<file path="src/rtl/distort_pkg.sv">
// ============================================================================
// Module      : distort_pkg
// Description : Constants and LFSR step shared by the distort/undistort pair.
// Revision    : 1.0 - initial release
// ============================================================================
`default_nettype none

package distort_pkg;

  localparam logic [15:0] c_lfsr_taps    = 16'hB400;
  localparam logic [15:0] c_default_seed = 16'hACE1;
  localparam int unsigned c_i_mod        = 10;
  localparam int unsigned c_i_thresh     = 5;
  localparam int unsigned c_j_mod        = 5;

  localparam logic [0:0] c_st_empty = 1'b0;
  localparam logic [0:0] c_st_full  = 1'b1;

  // Galois right-shift step; both ends of the link must use this same step.
  function automatic logic [15:0] lfsr_next(input logic [15:0] s);
    return s[0] ? ((s >> 1) ^ c_lfsr_taps) : (s >> 1);
  endfunction

endpackage

`default_nettype wire

</file>
<file path="src/rtl/lfsr16.sv">
// ============================================================================
// Module      : lfsr16
// Description : 16-bit Galois LFSR with load and advance; zero load -> SEED.
// Revision    : 1.0 - initial release
// ============================================================================
`default_nettype none

module lfsr16
  import distort_pkg::*;
#(
  parameter logic [15:0] SEED = c_default_seed
) (
  input  logic        clk,
  input  logic        rst,
  input  logic        load,
  input  logic [15:0] load_val,
  input  logic        advance,
  output logic [15:0] state
);

  logic [15:0] r_state;

  // An all-zero state would lock up the LFSR, so a zero load falls back to SEED.
  always_ff @(posedge clk) begin
    if (rst) begin
      r_state <= SEED;
    end else if (load) begin
      r_state <= (load_val == 16'h0000) ? SEED : load_val;
    end else if (advance) begin
      r_state <= lfsr_next(r_state);
    end
  end

  assign state = r_state;

endmodule

`default_nettype wire

</file>
<file path="src/rtl/undistort.sv">
// ============================================================================
// Module      : undistort
// Description : Removes the LFSR-driven sample offsets added by the distorter.
// Revision    : 1.0 - initial release
// ============================================================================
`default_nettype none

module undistort
  import distort_pkg::*;
#(
  parameter logic [15:0] LFSR_SEED = c_default_seed,
  parameter int unsigned I_MOD     = c_i_mod,
  parameter int unsigned I_THRESH  = c_i_thresh,
  parameter int unsigned J_MOD     = c_j_mod
) (
  input  logic        clk,
  input  logic        rst,
  input  logic        seed_load,
  input  logic [15:0] seed,
  input  logic        in_valid,
  output logic        in_ready,
  input  logic [7:0]  in_sample,
  output logic        out_valid,
  input  logic        out_ready,
  output logic [7:0]  out_sample,
  output logic [15:0] sample_count
);

  localparam logic [7:0] c_thresh8 = 8'(I_THRESH);

  logic [0:0]  r_state;
  logic [0:0]  w_state_next;
  logic [15:0] w_lfsr_state;
  logic        w_accept;
  logic        w_consume;
  logic [7:0]  w_i;
  logic [7:0]  w_j;
  logic [7:0]  w_restored;
  logic [7:0]  r_out;
  logic [15:0] r_count;

  assign w_accept  = in_valid && in_ready;
  assign w_consume = out_valid && out_ready;

  lfsr16 #(
    .SEED     (LFSR_SEED)
  ) u_lfsr (
    .clk      (clk),
    .rst      (rst),
    .load     (seed_load),
    .load_val (seed),
    .advance  (w_accept),
    .state    (w_lfsr_state)
  );

  // Offsets come straight from the current state; the state advances on accept.
  assign w_i = 8'(32'(w_lfsr_state[7:0]) % I_MOD);
  assign w_j = 8'(32'(w_lfsr_state[15:8]) % J_MOD);

  // The distorter added j when i <= threshold, so undo it in 8-bit wrap arithmetic.
  assign w_restored = (w_i <= c_thresh8) ? (in_sample - w_j) : (in_sample + w_j);

  always_ff @(posedge clk) begin
    if (rst) begin
      r_state <= c_st_empty;
    end else begin
      r_state <= w_state_next;
    end
  end

  always_comb begin
    w_state_next = r_state;
    if (seed_load) begin
      w_state_next = c_st_empty;
    end else begin
      case (r_state)
        c_st_empty: begin
          if (w_accept) begin
            w_state_next = c_st_full;
          end
        end
        c_st_full: begin
          if (w_consume && !w_accept) begin
            w_state_next = c_st_empty;
          end
        end
        default: w_state_next = c_st_empty;
      endcase
    end
  end

  // in_ready is masked during reset and seed load so no sample slips in.
  always_comb begin
    out_valid = 1'b0;
    in_ready  = 1'b0;
    out_valid = (r_state == c_st_full);
    in_ready  = !rst && !seed_load && ((r_state == c_st_empty) || out_ready);
  end

  always_ff @(posedge clk) begin
    if (rst || seed_load) begin
      r_out <= 8'h00;
    end else if (w_accept) begin
      r_out <= w_restored;
    end
  end

  always_ff @(posedge clk) begin
    if (rst || seed_load) begin
      r_count <= 16'h0000;
    end else if (w_accept) begin
      r_count <= r_count + 16'd1;
    end
  end

  assign out_sample   = r_out;
  assign sample_count = r_count;

endmodule

`default_nettype wire

</file>
<file path="config.mk">
export PLATFORM = sky130hd
export DESIGN_NAME = undistort
export DESIGN_NICKNAME = d
export VERILOG_FILES = /design/src/rtl/distort_pkg.sv /design/src/rtl/lfsr16.sv /design/src/rtl/undistort.sv
export SDC_FILE = /design/constraint.sdc
export NUM_CORES = 1
export LEC_CHECK = 0
export BUFFER_PORTS_ARGS = -buffer_cell sky130_fd_sc_hd__buf_2
export CORE_UTILIZATION = 35
export CTS_BUF_LIST = sky130_fd_sc_hd__clkbuf_8
export DETAILED_ROUTE_END_ITERATION = 16
export SLEW_MARGIN = 10
export SYNTH_ARGS = -nofsm -noshare
export SYNTH_HDL_FRONTEND = slang
export SYNTH_SLANG_ARGS = --single-unit
</file>
<file path="constraint.sdc">
create_clock -name clk -period 8.3 [get_ports clk]
set_input_delay 1.245 -clock clk [delete_from_list [all_inputs] [get_ports clk]]
set_output_delay 1.245 -clock clk [all_outputs]
set_load 0.005 [all_outputs]
</file>
==> results.py <==
metrics = {
    "critical_path": {
        "critical_path.slowest_cell": "o32a_1",
        "worstSetupPathType": "flip-flop to flip-flop",
        "cp.arrival_ps": 7930,
        "end_kind": "flip-flop",
        "start_kind": "flip-flop",
        "path_common_cell": "a21o_1",
        "slowest_delay_ps": 400,
        "cp_data_required_time_ps": 8450,
        "path_max_fanout": 5,
    },
    "die": {
        "row_count": 42,
        "core_area_um2": 13300,
        "die_h_um": 119,
        "start_util_pct": 36.1,
        "die_x_um": 119,
        "dieArea_um2": 14200,
        "ioPinCount": 55,
    },
    "yosys": {
        "yosysWarnings": 0,
        "synthCells": 671,
        "ys_top_cells_by_area": "dfxtp_1 17%, nor2_1 6.0%, a21oi_1 5.6%",
        "synth_top_area_share_pct": 17.1,
        "ys_types": 85,
        "seq_area_frac_synth_pct": 17.1,
        "synthFlopType": "dfxtp_1",
        "ys_async_sr_fraction_pct": 0,
        "synth_seq_cells": 41,
        "avgSynthCellArea_um2": 7.14,
        "syn_nets": 718,
        "synth_edf_count": 0,
        "yosys.area.top_type": "dfxtp_1",
        "syn_area_um2": 4790,
    },
    "clock_network": {
        "cts_tree": "yes",
        "htreeDepth": 2,
        "clk_latency_ps": 310,
        "cts_sinks": 41,
        "clockRootBuffer": "clkbuf_8",
        "ctsLongestPathBuffers": 2,
        "cts_buffers": 5,
        "path_clk_slew_ps": 80,
    },
    "detailed_routing": {
        "antenna_left": 0,
        "finalWirelength_um": 13900,
        "vias": 5149,
        "wl_per_cell_um": 15.6,
        "drc": 0,
        "drt-pass1-iter-count": 5,
        "viasPerCell": 5.77,
        "drt_iter0_drc": 391,
    },
    "cells_and_area": {
        "syn_to_final_growth_pct": 14.5,
        "n_fill_cell": 1365,
        "drive_above_1_share_pct": 19.0,
        "layout_common_cells": "74 x nor2_1, 64 x nand2_1, 54 x a21oi_1, 54 x buf_2, 40 x dfxtp_1",
        "diodes": 0,
        "fin_nets": 762,
        "fin_area_um2": 5490,
        "multi_input_area_um2": 3760,
        "register_area_um2": 822,
        "layout_commonest_cell": "nor2_1",
        "finish.utilization_pct": 41.3,
    },
    "timing": {
        "timing.fmax_mhz": 129,
        "fin_worst_skew_ps": 6.81,
        "min_period_over_period_pct": 93.7,
        "setup_slack_ps": 519,
        "maxSlewViolCount": 0,
        "min_period_ps": 7780,
        "finalSetupViolCount": 0,
        "hold_ws_ps": 465,
        "relSlewSlack_pct": 29.5,
        "hold_viol_final": 0,
        "finalSetupTns_ps": 0,
        "worst_pin_slew_ps": 1060,
    },
    "pwr": {
        "p_sw_uw": 607,
        "pwr-share-comb_pct": 70.4,
        "clkPwrFrac_pct": 12.2,
        "peakVddDrop_mv": 0.109,
        "pwr_density_cell_nw_per_um2": 247,
        "power_frac_seq_pct": 17.4,
        "swShare_pct": 44.7,
        "p_int_uw": 750,
        "p_leak_nw": 2.27,
    },
    "global_route": {
        "antenna_found_initial": 0,
        "grt_overflow_total": 0,
        "grt_pass1_vias": 4680,
        "groute.usage.overall_pct": 19.4,
        "grt_pass1_wl_um": 22800,
        "grt_max_degree": 34,
    },
    "min_path": {
        "hp-class": "flip-flop to flip-flop",
    },
    "placed_design": {
        "globalplace.congestion": 0.930,
        "pre_cts_ws_ps": 70.1,
        "dpl.hpwl_um": 10500,
        "place_area_um2": 5270,
        "port_buffers": 54,
    },
    "run": {
        "maxCapViolCount": 0,
    },
    "outcome": {
        "status": "completed",
    },
}
metrics by stage:
stage,power [mW],cells
5_1_grt,1.47,892
6_report,1.36,892
3_3_place_gp,1.13,878
2_1_floorplan,0.966,671
4_1_cts,1.32,886
3_5_place_dp,1.15,878
worst paths after layout:
path | slack, ps | cells past startpoint | endpoint | startpoint
min | 470 | 2 | out_sample[7] | out_sample[7]
min reg2reg | 470 | 2 | out_sample[7] | out_sample[7]
max | 520 | 38 | out_sample[7] | u_lfsr.state[13]
max reg2reg | 520 | 38 | out_sample[7] | u_lfsr.state[13]
worst max-delay path, delay by kind of cell, from the launching register on:
kind	cells	cell delay [ps]
AO/OA/AOI/OAI	16	3630
XOR/XNOR	6	1030
adder cells (fa/ha/maj)	5	1230
buffers and inverters	1	100
flip-flops	1	320
multiplexers	1	310
AND/OR/NAND/NOR	9	1000
power groups by stage:
stage,registers (mW),clock network (mW),logic [mW]
2_1_floorplan,0.232,0,0.734
3_3_place_gp,0.238,0,0.892
6_report,0.236,0.166,0.956
5_1_grt,0.239,0.177,1.06
3_5_place_dp,0.239,0,0.911
4_1_cts,0.235,0.170,0.916
logic make-up after synthesis:
kind of cell | count (synthesis) | share of synthesized area (%)
and+or+nand+nor | 271 | 28.7
DFF | 41 | 17.1
AOI/OAI and AO/OA | 213 | 32.3
buffers and inverters | 69 | 5.74
xor gates and xnor gates | 48 | 8.77
muxes | 9 | 2.17
adders and majority gates | 20 | 5.27
per-layer routing:
layer,share of wire [%],up-vias,global-route usage (%)
met4,2.0,0,7.20
met5,0,-,0
li1,-,2543,-
met1,46,2456,25.4
met2,48,133,32.9
met3,3.7,17,1.82
repair_timing:
action	in CTS	in global routing
pin swaps	0	8
hold endpoints to repair	0	0
endpoints found under the setup margin	1	1
gates resized for setup	1	13
hold buffers	0	0
setup buffers	0	6
synth_stat cells, drive strengths merged, types with 5 or more instances:
library cell   n
dfxtp         41
and3           9
nand3b         6
nand2b        19
nand3         28
mux2           5
o21a           5
nand2         65
a21o          13
inv           23
and2           7
nor3          13
a221oi         5
nor2          77
a21oi         58
o221ai         5
xor2          21
o211ai         5
a211oi        12
o21ai         28
a2111oi        6
o22ai         15
clkbuf        32
o31ai          7
ha            17
nand4          5
nor2b         14
xnor2         27
o32ai          5
a31oi          6
nor4           9
buf           14
or2            6
sequential cells by signal (all words and copies together) (netlist names):
signal        count
out_valid         1
sample_count     16
out_sample        8
u_lfsr.state     16
layout make-up:
type,count,share of cell area [%]
Inverter,23,1.57
Clock buffer,5,1.25
Sequential cell,41,15.0
Clock inverter,3,0.775
Tap cell,176,4.01
Multi-Input combinational cell,561,68.5
Timing Repair Buffer,83,8.89
Power figures use the tool's default switching activity.
